### config.mk
export PLATFORM = sky130hd
export DESIGN_NAME = rx_frame_check
export DESIGN_NICKNAME = d
export VERILOG_FILES = /design/src/rtl/rx_frame_check.sv
export SDC_FILE = /design/constraint.sdc
export NUM_CORES = 1
export LEC_CHECK = 0
export CORE_MARGIN = 4
export CORE_UTILIZATION = 49
export DETAILED_ROUTE_END_ITERATION = 10
export PLACE_DENSITY_LB_ADDON = 0.3
export SYNTH_ARGS = -nofsm -noshare
export SYNTH_HDL_FRONTEND = slang
export SYNTH_SLANG_ARGS = --single-unit
### constraint.sdc
create_clock -name clk -period 2.35 [get_ports clk]
set_input_delay 0.47 -clock clk [delete_from_list [all_inputs] [get_ports clk]]
set_output_delay 0.47 -clock clk [all_outputs]
set_load 0.02 [all_outputs]
### src/rtl/rx_frame_check.sv
// rtl/rx_frame_check.sv - received-frame parity/framing checker with output FIFO and error statistics
//
// Purpose: checks each deserialised frame for parity and stop-bit errors,
// queues data plus error flags in a small FIFO, and keeps saturating
// error/overrun counters and a sticky overrun flag.
//
// Ports:
//   clk, rst_n                       clock, asynchronous active-low reset
//   in_valid, in_data                frame strobe and data bits (no backpressure)
//   in_parity, in_stop               received parity and stop bits
//   parity_mode                      0 NONE, 1 EVEN, 2 ODD, 3 MARK, 4 SPACE, 5..7 NONE
//   zero_on_error                    replace errored frame data with zeros
//   clear_stats                      clear counters and sticky overrun
//   out_ready, out_valid             FIFO head handshake
//   out_data, out_parity_err,
//   out_frame_err                    FIFO head contents
//   overrun                          sticky dropped-frame flag
//   parity_err_cnt, frame_err_cnt,
//   overrun_cnt                      saturating event counters
//   fifo_level                       current FIFO occupancy
module rx_frame_check #(
  parameter int DATA_W = 8,
  parameter int DEPTH  = 4,
  parameter int CNT_W  = 8
) (
  input  logic                     clk,
  input  logic                     rst_n,
  input  logic                     in_valid,
  input  logic [DATA_W-1:0]        in_data,
  input  logic                     in_parity,
  input  logic                     in_stop,
  input  logic [2:0]               parity_mode,
  input  logic                     zero_on_error,
  input  logic                     clear_stats,
  input  logic                     out_ready,
  output logic                     out_valid,
  output logic [DATA_W-1:0]        out_data,
  output logic                     out_parity_err,
  output logic                     out_frame_err,
  output logic                     overrun,
  output logic [CNT_W-1:0]         parity_err_cnt,
  output logic [CNT_W-1:0]         frame_err_cnt,
  output logic [CNT_W-1:0]         overrun_cnt,
  output logic [$clog2(DEPTH):0]   fifo_level
);

  localparam int AW = $clog2(DEPTH);
  localparam int LW = AW + 1;

  logic [DATA_W-1:0] mem_data [DEPTH];
  logic              mem_perr [DEPTH];
  logic              mem_ferr [DEPTH];
  logic [AW-1:0]     rd_ptr;
  logic [AW-1:0]     wr_ptr;
  logic [LW-1:0]     level;

  logic              exp_parity;
  logic              parity_on;
  logic              perr;
  logic              ferr;
  logic              full;
  logic              pop;
  logic              push;
  logic              drop;
  logic [DATA_W-1:0] store_data;

  always_comb begin
    exp_parity = 1'b0;
    parity_on  = 1'b1;
    case (parity_mode)
      3'd1:    exp_parity = ^in_data;
      3'd2:    exp_parity = ~^in_data;
      3'd3:    exp_parity = 1'b1;
      3'd4:    exp_parity = 1'b0;
      default: parity_on  = 1'b0;
    endcase
  end

  assign perr       = in_valid && parity_on && (in_parity != exp_parity);
  assign ferr       = in_valid && !in_stop;
  assign store_data = (zero_on_error && (perr || ferr)) ? '0 : in_data;

  assign full = (level == LW'(DEPTH));
  assign pop  = out_valid && out_ready;
  // A full FIFO still accepts a frame when the head leaves in the same cycle.
  assign push = in_valid && (!full || pop);
  assign drop = in_valid && full && !pop;

  assign out_valid      = (level != '0);
  assign out_data       = out_valid ? mem_data[rd_ptr] : '0;
  assign out_parity_err = out_valid && mem_perr[rd_ptr];
  assign out_frame_err  = out_valid && mem_ferr[rd_ptr];
  assign fifo_level     = level;

  function automatic logic [CNT_W-1:0] sat_inc(input logic [CNT_W-1:0] c, input logic ev);
    return (ev && (c != '1)) ? c + CNT_W'(1) : c;
  endfunction

  always_ff @(posedge clk or negedge rst_n) begin
    if (!rst_n) begin
      for (int i = 0; i < DEPTH; i++) begin
        mem_data[i] <= '0;
        mem_perr[i] <= 1'b0;
        mem_ferr[i] <= 1'b0;
      end
      rd_ptr <= '0;
      wr_ptr <= '0;
      level  <= '0;
    end else begin
      if (push) begin
        mem_data[wr_ptr] <= store_data;
        mem_perr[wr_ptr] <= perr;
        mem_ferr[wr_ptr] <= ferr;
        wr_ptr           <= wr_ptr + AW'(1);
      end
      if (pop) begin
        rd_ptr <= rd_ptr + AW'(1);
      end
      if (push && !pop) begin
        level <= level + LW'(1);
      end else if (pop && !push) begin
        level <= level - LW'(1);
      end
    end
  end

  // Statistics are independent of the FIFO; clear_stats wins over any increment.
  always_ff @(posedge clk or negedge rst_n) begin
    if (!rst_n) begin
      overrun        <= 1'b0;
      parity_err_cnt <= '0;
      frame_err_cnt  <= '0;
      overrun_cnt    <= '0;
    end else if (clear_stats) begin
      overrun        <= 1'b0;
      parity_err_cnt <= '0;
      frame_err_cnt  <= '0;
      overrun_cnt    <= '0;
    end else begin
      if (drop) begin
        overrun <= 1'b1;
      end
      parity_err_cnt <= sat_inc(parity_err_cnt, perr);
      frame_err_cnt  <= sat_inc(frame_err_cnt, ferr);
      overrun_cnt    <= sat_inc(overrun_cnt, drop);
    end
  end

endmodule

### Word-level counts from Yosys, hierarchy flattened

Index checks and enable logic that the tools add are counted.

* register bits after elaboration: 72
* input bits: 19
* output and inout bits: 39
* word-level logic and storage cells: 101

* add/subtract/negate cells: 7
* magnitude comparators: 3
* equal/unequal tests: 9
* muxes and demuxes: 30
* bitwise gates (word level): 2
* reductions and logical operators: 31

Operators by type and width (count)
* $mux 8: 11
* $bwmux 32: 1
* $add 8x1->8 const B: 3
* $ne 8x8->1 const B: 3
* $bmux 8 s2: 1
* $demux 8 s2: 1
* $logic_and 1x1->1: 16
* $reduce_bool 2->1: 5
* $bwmux 4: 2
* $mux 1: 8
* $reduce_xnor 8->1: 1
* $reduce_xor 8->1: 1
* $eq 3x2->1 const B: 2
* $eq 3x3->1 const B: 2
* $ge 3x3->1 const B: 2
* $mux 3: 2
* $not 2->3: 2
* $add 2x1->2 const B: 2
* $bmux 1 s2: 2
* $logic_not 1->1: 4
* $reduce_or 4->1: 1
* $add 3x1->3 const B: 1
* $eq 3x1->1 const B: 1
* $lt 3x1->1 const B: 1
* 6 further kinds: 7

### Depth between registers and ports, before layout

Gate-level depths: netlist of run 1.

* word-level depth: 9
* gate-level depth with buffers: 9
* depth with buffers taken out: 8

### Worst setup path after synthesis of run 1

OpenSTA, ideal clock, no wires.

* path kind: reg-to-reg
* start: register level[0] (netlist: fifo_level[0])
* end: register level[1] (netlist: fifo_level[1])
* library setup time: 0.125 ns
* data arrival time: 2.281 ns
* required time: 2.225 ns
* slack: -0.056 ns
* stages on the path, launching flop included: 8
* buffers on the path: 1
* clock period less this slack: 2.406 ns
* cells stage by stage: dfrtp_1 nor4b_1 nor2b_1 clkbuf_1 ha_1 inv_1 fa_1 mux2_2

* word-level cells in the longest chain between the ends: 7
* elaborated cells between the ends (all ways): 15
* those cells by class: add/sub (2); eq/ne (1); mux (2); reduce/logical (10)

RTL lines
* start: declaration: line 55 `logic [LW-1:0] level;`
* start signal: assignment: line 120 `level <= level + LW'(1);`
* start signal: assignment: line 122 `level <= level - LW'(1);`
* $eq 3x3->1 or $reduce_bool 3->1 (tied branches): line 83, 89
* $logic_not 1->1 or $logic_and 1x1->1 (tied branches): line 86, 84
* $logic_or 1x1->1 (*): line 86 `assign push = in_valid && (!full || pop);`
* $logic_and 1x1->1 (*): line 86
* named net push: line 63 `logic push;`
* $logic_not 1->1: line 121 `end else if (pop && !push) begin`
* $logic_and 1x1->1: line 121
* $reduce_bool 2->1 (no source line)

The timed path passes the listed nets; every way through them passes the cells marked *. The select of a mux whose other input is x is not followed.
A chain may end at the register's enable or synchronous reset.

### Worst setup path in the final report of run 1

* start: input in_data[5]
* end: register mem_data[16] in the netlist's numbering

* word-level cells in the longest chain between the ends: 8
* elaborated cells between the ends (all ways): 9
* those cells by class: eq/ne (1); mux (3); reduce/logical (5)

RTL lines
* start: declaration: line 29 `input logic [DATA_W-1:0] in_data,`
* $reduce_xnor 8->1 or $reduce_xor 8->1 (tied branches): line 72, 71
* $pmux 1 s3 (*): line 70 `case (parity_mode)`
* $ne 1x1->1 (*): line 79 `assign perr = in_valid && parity_on && (in_parity != exp_parity);`
* $logic_and 1x1->1 (*): line 79
* $logic_or 1x1->1 (*): line 81 `assign store_data = (zero_on_error && (perr || ferr)) ? '0 : in_data;`
* $logic_and 1x1->1 (*): line 81
* $mux 8 (*): line 81
* $bwmux 32 (*): line 111 `mem_data[wr_ptr] <= store_data;`
* end signal: indexed assignment: line 111
* end: declaration: line 50 `logic [DATA_W-1:0] mem_data [DEPTH];`

Mark *: on every way between the ends. The rest lies on a longest branch, timed or not.

==> results of run 1 <==
## worst reg2reg max path: cells and delay by family (launching register included)
kind          cells  cell delay, ps
fa+ha+maj         2             590
buf+inv           3             370
flops             1             390
mux               1             270
simple gates      2             480
## synth_stat cells (all sizes together) (2+ instances only)
master	count	share of area (%)
clkbuf	15	1.5
ha	8	2.7
nand4	5	0.84
mux4	10	6.1
mux2i	6	2.0
o21ai	16	2.2
nand2	98	9.9
inv	7	0.71
xnor2	16	3.8
o31ai	2	0.40
and3	3	0.51
nand2b	5	0.84
nand3	12	1.6
a21oi	42	5.7
dfrtp	72	49
nor2	20	2.0
nor3	6	0.81
or3	9	1.5
and2	15	2.5
or4	6	1.2
xor2	9	2.1
## power by group through the flow
stage	Clock, mW	Sequential, mW	Combinational (mW)
floorplan	0	1.83	1.34
global placement	0	1.82	2.22
detailed placement	0	1.85	2.30
CTS	1.06	1.82	2.26
global route	1.10	1.88	2.50
finish	1.04	1.83	2.26
## worst min-delay path by stage
stage	startpoint	end	slack [ps]
4_1_cts	rst_n	mem_data[30]	150
2_1_floorplan	rst_n	fifo_level[0]	170
6_report	rst_n	mem_data[30]	120
3_3_place_gp	mem_ferr[2]	mem_ferr[2]	460
5_1_grt	rst_n	mem_data[30]	160
3_5_place_dp	mem_ferr[3]	mem_ferr[3]	470
## area by class of cell
class / instances / share of cell area, %
multi-input combinational: 299 / 38.6
sequential: 72 / 35.6
timing repair buffer: 107 / 18.6
clock buffer: 12 / 3.27
tap: 99 / 2.45
clock inverter: 4 / 1.01
inverter: 7 / 0.520
## what timing repair did
item                       CTS  global route
setup endpoints to repair   55            45
gates cloned                 1             0
pin swaps                    7            11
gates resized for setup     35            25
setup buffers                2             4
## cells by family after synthesis
logic type	after synthesis	share of synthesized area [%]
and+or+nand+nor	184	22.8
DFF	72	48.5
AOI/OAI and AO/OA	63	8.93
xor gates and xnor gates	25	5.90
buffers and inverters	23	2.33
muxes	17	8.33
adders and majority gates	9	3.24
## metrics by stage
| step | utilization (%) | setup TNS, ps |
|---|---|---|
| after floorplan | - | 0 |
| after global placement | 64.8 | -23960 |
| after detailed placement | 64.8 | -26890 |
| after CTS | 68.7 | 0 |
| after global routing | 69.4 | -46.5 |
| final | 69.4 | 0 |
## metal layers
layer  up-vias  GRT usage [%]
met5         -              0
met4         0           10.5
met3        12           3.39
met2       107           37.4
met1      1567           28.8
li1       1552              -
## registers in the layout (all words and copies together) (netlist names)
| register | flops |
|---|---|
| mem_data | 32 |
| frame_err_cnt | 8 |
| overrun_cnt | 8 |
| parity_err_cnt | 8 |
| mem_ferr | 4 |
| mem_perr | 4 |
| fifo_level | 3 |
| rd_ptr | 2 |
| wr_ptr | 2 |
| overrun | 1 |
==> impl_metrics.py, run 1 <==
metrics = {
    "outcome": {
        "status": "completed",
    },
    "logic_synthesis": {
        "synthArstFlopShare_pct": 100,
        "synthDistinctLibCells": 34,
        "synth_ff_type": "dfrtp_1",
        "ys_seq_area_share_pct": 48.5,
        "yosys_warnings": 0,
        "synth_area_mm2": 0.00371,
        "synth.net_count": 421,
        "syn_inst": 393,
        "synth_edf_count": 0,
        "synth-seq-cells": 72,
        "syn_area_per_cell_um2": 9.45,
    },
    "clock_tree": {
        "clk_latency_ps": 350,
        "root_buffer": "clkbuf_8",
        "cts_made_buffers": 9,
        "cts_tree": "yes",
        "cts.htree.levels": 3,
        "cts_buffer_depth": 2,
        "clock_sinks": 72,
        "clkTransAtPathRegs_ps": 80,
        "cts_hold_buf": 0,
    },
    "cells_and_area": {
        "stdcell_count": 600,
        "nNetsFinal": 524,
        "diodes": 0,
        "multi_input_area_mm2": 0.00195,
        "design_area_mm2": 0.00506,
        "area_growth_pct": 36.2,
        "ff_latch_area_mm2": 0.00180,
        "final_common_cell": "nand2_1",
        "nFillCells": 582,
        "drive_above_1_share_pct": 21.2,
        "layout_common_cells": "98 x nand2_1, 72 x dfrtp_1, 46 x buf_4, 40 x a21oi_1, 37 x clkdlybuf4s50_1",
    },
    "die": {
        "die_area_mm2": 0.00903,
        "die_y_um": 95.0,
        "rows": 31,
        "start_util_pct": 50.9,
        "ios": 58,
        "die_w_um": 95.0,
        "coreArea_mm2": 0.00729,
    },
    "min_path": {
        "min_path_type": "input pin to asynchronous set/reset pin",
    },
    "setup_path": {
        "crit_path_frequent_cell": "xnor2_2",
        "crit_end": "mem_data[16]",
        "critPathTopFamily": "simple AND/OR/NAND/NOR gates",
        "critPathRequiredTime_ps": 2580,
        "start_kind": "input pin",
        "worst-path-max-fanout": 8,
        "reg2reg_to": "fifo_level[1]",
        "crit_cells": 10,
        "cp_cell_sequence": "dlygate4sd2_1 -> xnor2_2 -> xnor2_2 -> xnor2_2 -> mux2i_4 -> buf_4 -> or4_1 -> nand3_1 -> buf_12 -> a21oi_1",
        "crit_buf_inv": 3,
        "r2r_slack_ps": 160,
        "r2r_start": "fifo_level[0]",
        "worstSetupPathType": "input pin to register",
        "max_stage_delay_ps": 540,
        "cp-startpoint": "in_data[5]",
        "crit_path_end_kind": "register",
        "cp.arrival_ps": 2540,
        "crit_slowest_cell": "or4_1",
        "reg2reg_depth": 8,
    },
    "placement": {
        "gp_congestion": 0.844,
        "post-place-ws_ps": -780,
        "numPortBuffers": 57,
        "placed_cell_area_mm2": 0.00473,
        "dpl.cell_count": 577,
        "dpl.hpwl_mm": 6.61,
    },
    "detailed_routing": {
        "first_pass_iters": 7,
        "wl_per_cell_um": 15.5,
        "wl_met3_um": 577,
        "antenna_left": 0,
        "wl_met2_mm": 4.65,
        "drt-initial-drc-count": 221,
        "drt_wl_total_mm": 9.29,
        "vias": 3238,
        "top_layer": "met4",
        "via_per_inst": 5.40,
        "drc": 0,
        "wl_met1_mm": 3.90,
    },
    "timing": {
        "finalSetupViolCount": 0,
        "finalMaxSlewViolations": 0,
        "holdWs_ps": 120,
        "fin_crit_sh_pct": 98.3,
        "fin_crit_ps": 2310,
        "finalWorstSetupSlack_ps": 39.8,
        "hold_violations": 0,
        "max_slew_margin_pct": 74.2,
        "timing.fmax_ghz": 0.433,
        "tightest_slew_ps": 386,
        "finalClockSkew_ps": 8.25,
    },
    "pwr": {
        "seqPwrFrac_pct": 35.7,
        "net-switching-power_mw": 1.81,
        "total_power_mw": 5.13,
        "leakagePower_nw": 2.26,
        "p_sw_share_pct": 35.3,
        "power_density_mw_per_mm2": 1020,
        "p_clk_share_pct": 20.3,
        "combPwrFrac_pct": 44.1,
        "vdd_drop_max_mv": 0.385,
        "p_int_mw": 3.32,
    },
    "global_route": {
        "grtUsageTotal_pct": 22.4,
        "antenna_found_initial": 0,
        "grt_pass1_wl_mm": 15.6,
        "grt_max_degree": 73,
        "first_global_vias": 3379,
        "grt_overflow_total": 0,
    },
    "flow_run": {
        "max_cap_violations": 0,
    },
}
Note: power is estimated with default switching activity, not from simulation.
==> inputs of run 2 (changes only) <==
--- a/config.mk
+++ b/config.mk
@@ -5,7 +5,6 @@
 export SDC_FILE = /design/constraint.sdc
 export NUM_CORES = 1
 export LEC_CHECK = 0
-export CORE_MARGIN = 4
 export CORE_UTILIZATION = 49
 export DETAILED_ROUTE_END_ITERATION = 10
 export PLACE_DENSITY_LB_ADDON = 0.3
==> run 2 against run 1 <==
  * Via count is 0.12% higher
  * Non-clock buffer count is 3 lower
  * Hold slack better by 0.91 ps
  * Global-route usage is 3.8 points higher
  * Register-to-register slack hardly changed
  * Largest cell class unchanged
  * Highest routed layer unchanged
==> impl_metrics.py, run 2 (synthesis gave the netlist of run 1 again) <==
metrics = {
    "min_path": {
        "min_path_type": "input pin to asynchronous set/reset pin",
    },
    "detailed_routing": {
        "antenna_left": 0,
        "drt_wl_total_mm": 9.35,
        "vias": 3242,
        "wl_per_cell_um": 15.7,
        "first_pass_iters": 4,
        "drt-initial-drc-count": 163,
        "drc": 0,
        "via_per_inst": 5.43,
    },
    "clock_tree": {
        "clock_sinks": 72,
        "cts.htree.levels": 3,
        "root_buffer": "clkbuf_8",
        "cts_made_buffers": 9,
        "cts_tree": "yes",
        "clkTransAtPathRegs_ps": 80,
        "cts_buffer_depth": 2,
        "cts_hold_buf": 0,
        "clk_latency_ps": 350,
    },
    "setup_path": {
        "max_stage_delay_ps": 390,
        "crit_path_end_kind": "register",
        "r2r_slack_ps": 170,
        "start_kind": "input pin",
        "worst-path-max-fanout": 8,
        "crit_path_frequent_cell": "xnor2_2",
        "worstSetupPathType": "input pin to register",
        "cp.arrival_ps": 2560,
        "cp_cell_sequence": "dlygate4sd2_1 -> xnor2_2 -> xnor2_2 -> xnor2_2 -> mux2i_4 -> mux2i_1 -> buf_4 -> or3_4 -> a21oi_2",
        "crit_slowest_cell": "mux2i_4",
        "crit_buf_inv": 2,
        "critPathTopFamily": "XOR/XNOR gates",
        "critPathRequiredTime_ps": 2630,
    },
    "global_route": {
        "grt_overflow_total": 0,
        "first_global_vias": 3220,
        "grt_pass1_wl_mm": 15.3,
        "grtUsageTotal_pct": 26.2,
        "antenna_found_initial": 0,
        "grt_max_degree": 73,
    },
    "cells_and_area": {
        "drive_above_1_share_pct": 21.5,
        "diodes": 0,
        "final_common_cell": "nand2_1",
        "top_register": "mem_data",
        "post-route-util_pct": 69.5,
        "nFillCells": 577,
        "largest_register_ffs": 32,
        "area_growth_pct": 36.5,
        "layout_common_cells": "98 x nand2_1, 71 x dfrtp_1, 42 x buf_4, 39 x a21oi_1, 38 x clkdlybuf4s50_1",
        "stdcell_count": 597,
        "nNetsFinal": 521,
    },
    "die": {
        "start_util_pct": 50.9,
        "coreArea_mm2": 0.00729,
        "die_area_mm2": 0.00793,
        "rows": 31,
        "ios": 58,
        "die_y_um": 89.0,
        "die_w_um": 89.0,
    },
    "pwr": {
        "leakagePower_nw": 2.24,
        "vdd_drop_max_mv": 0.391,
        "power_density_mw_per_mm2": 1030,
    },
    "placement": {
        "post-place-ws_ps": -704,
        "gp_congestion": 0.838,
        "numPortBuffers": 57,
        "dpl.cell_count": 577,
        "dpl.hpwl_mm": 6.26,
    },
    "timing": {
        "max_slew_margin_pct": 72.0,
        "tightest_slew_ps": 418,
        "fin_crit_ps": 2280,
        "hold_violations": 0,
        "finalSetupViolCount": 0,
        "finalClockSkew_ps": 14.3,
        "holdWs_ps": 120,
        "timing.fmax_ghz": 0.438,
        "setup_tns_ps": 0,
        "finalWorstSetupSlack_ps": 67.0,
        "fin_crit_sh_pct": 97.2,
        "finalMaxSlewViolations": 0,
    },
    "outcome": {
        "status": "completed",
    },
    "flow_run": {
        "max_cap_violations": 0,
    },
}
run 2: cell count changes in the layout (fill, tap and decap cells not counted), moves of 2 or more:
cell | before | now
nand3_2 | 3 | 0
dlygate4sd2_1 | 6 | 4
nand3_1 | 9 | 11
buf_4 | 46 | 42
or3_1 | 8 | 6
clkbuf_2 | 7 | 9
or3_4 | 1 | 3
clkbuf_8 | 12 | 9
run 2: what timing repair did:
action	4_1_cts	5_1_grt
setup buffers	2	0
endpoints found under the setup margin	55	34
gates cloned	1	1
resized for setup	39	25
pin swaps	9	11
run 2: path summary, 6_finish.rpt:
check	depth (start not counted)	end	from
max in group asynchronous	2	rd_ptr[0]	rst_n
max reg2reg	7	fifo_level[1]	fifo_level[0]
min reg2reg	2	mem_perr[1]	mem_perr[1]
max	9	parity_err_cnt[4]	in_data[1]
min	2	mem_data[26]	rst_n
min in group clk	2	mem_perr[1]	mem_perr[1]
run 2: cell type report:
cell class                      count  area (µm²)  share of cell area, %
Multi-Input combinational cell    299        1960                   38.8
Sequential cell                    72        1800                   35.6
Timing Repair Buffer              104         931                   18.4
Clock buffer                        9         124                   2.44
Tap cell                           99         124                   2.44
Clock inverter                      7        95.1                   1.88
Inverter                            7        26.3                  0.519
run 2: metal layers:
metal | share of wire, % | GRT usage (%) | vias up | routed length (µm)
met5 | 0 | 0 | - | 0
met2 | 50 | 43.6 | 118 | 4690
met3 | 6.6 | 6.28 | 19 | 620
met4 | 2.0 | 11.5 | 0 | 183
met1 | 41 | 32.7 | 1558 | 3850
li1 | - | - | 1547 | -
run 2: stage by stage:
step           total power [mW]  area, µm²
6_report                   5.19       5070
5_1_grt                    5.53       5070
4_1_cts                    5.22       5030
3_5_place_dp               4.14       4730
3_3_place_gp               4.05       4730
2_1_floorplan              3.17       3720
run 2: where the power goes:
part	leakage (nW)	switching, mW	internal [mW]
Sequential	0.940	0.234	1.61
Combinational	1.19	1.13	1.13
Clock	0.110	0.490	0.599
Total	2.24	1.86	3.34
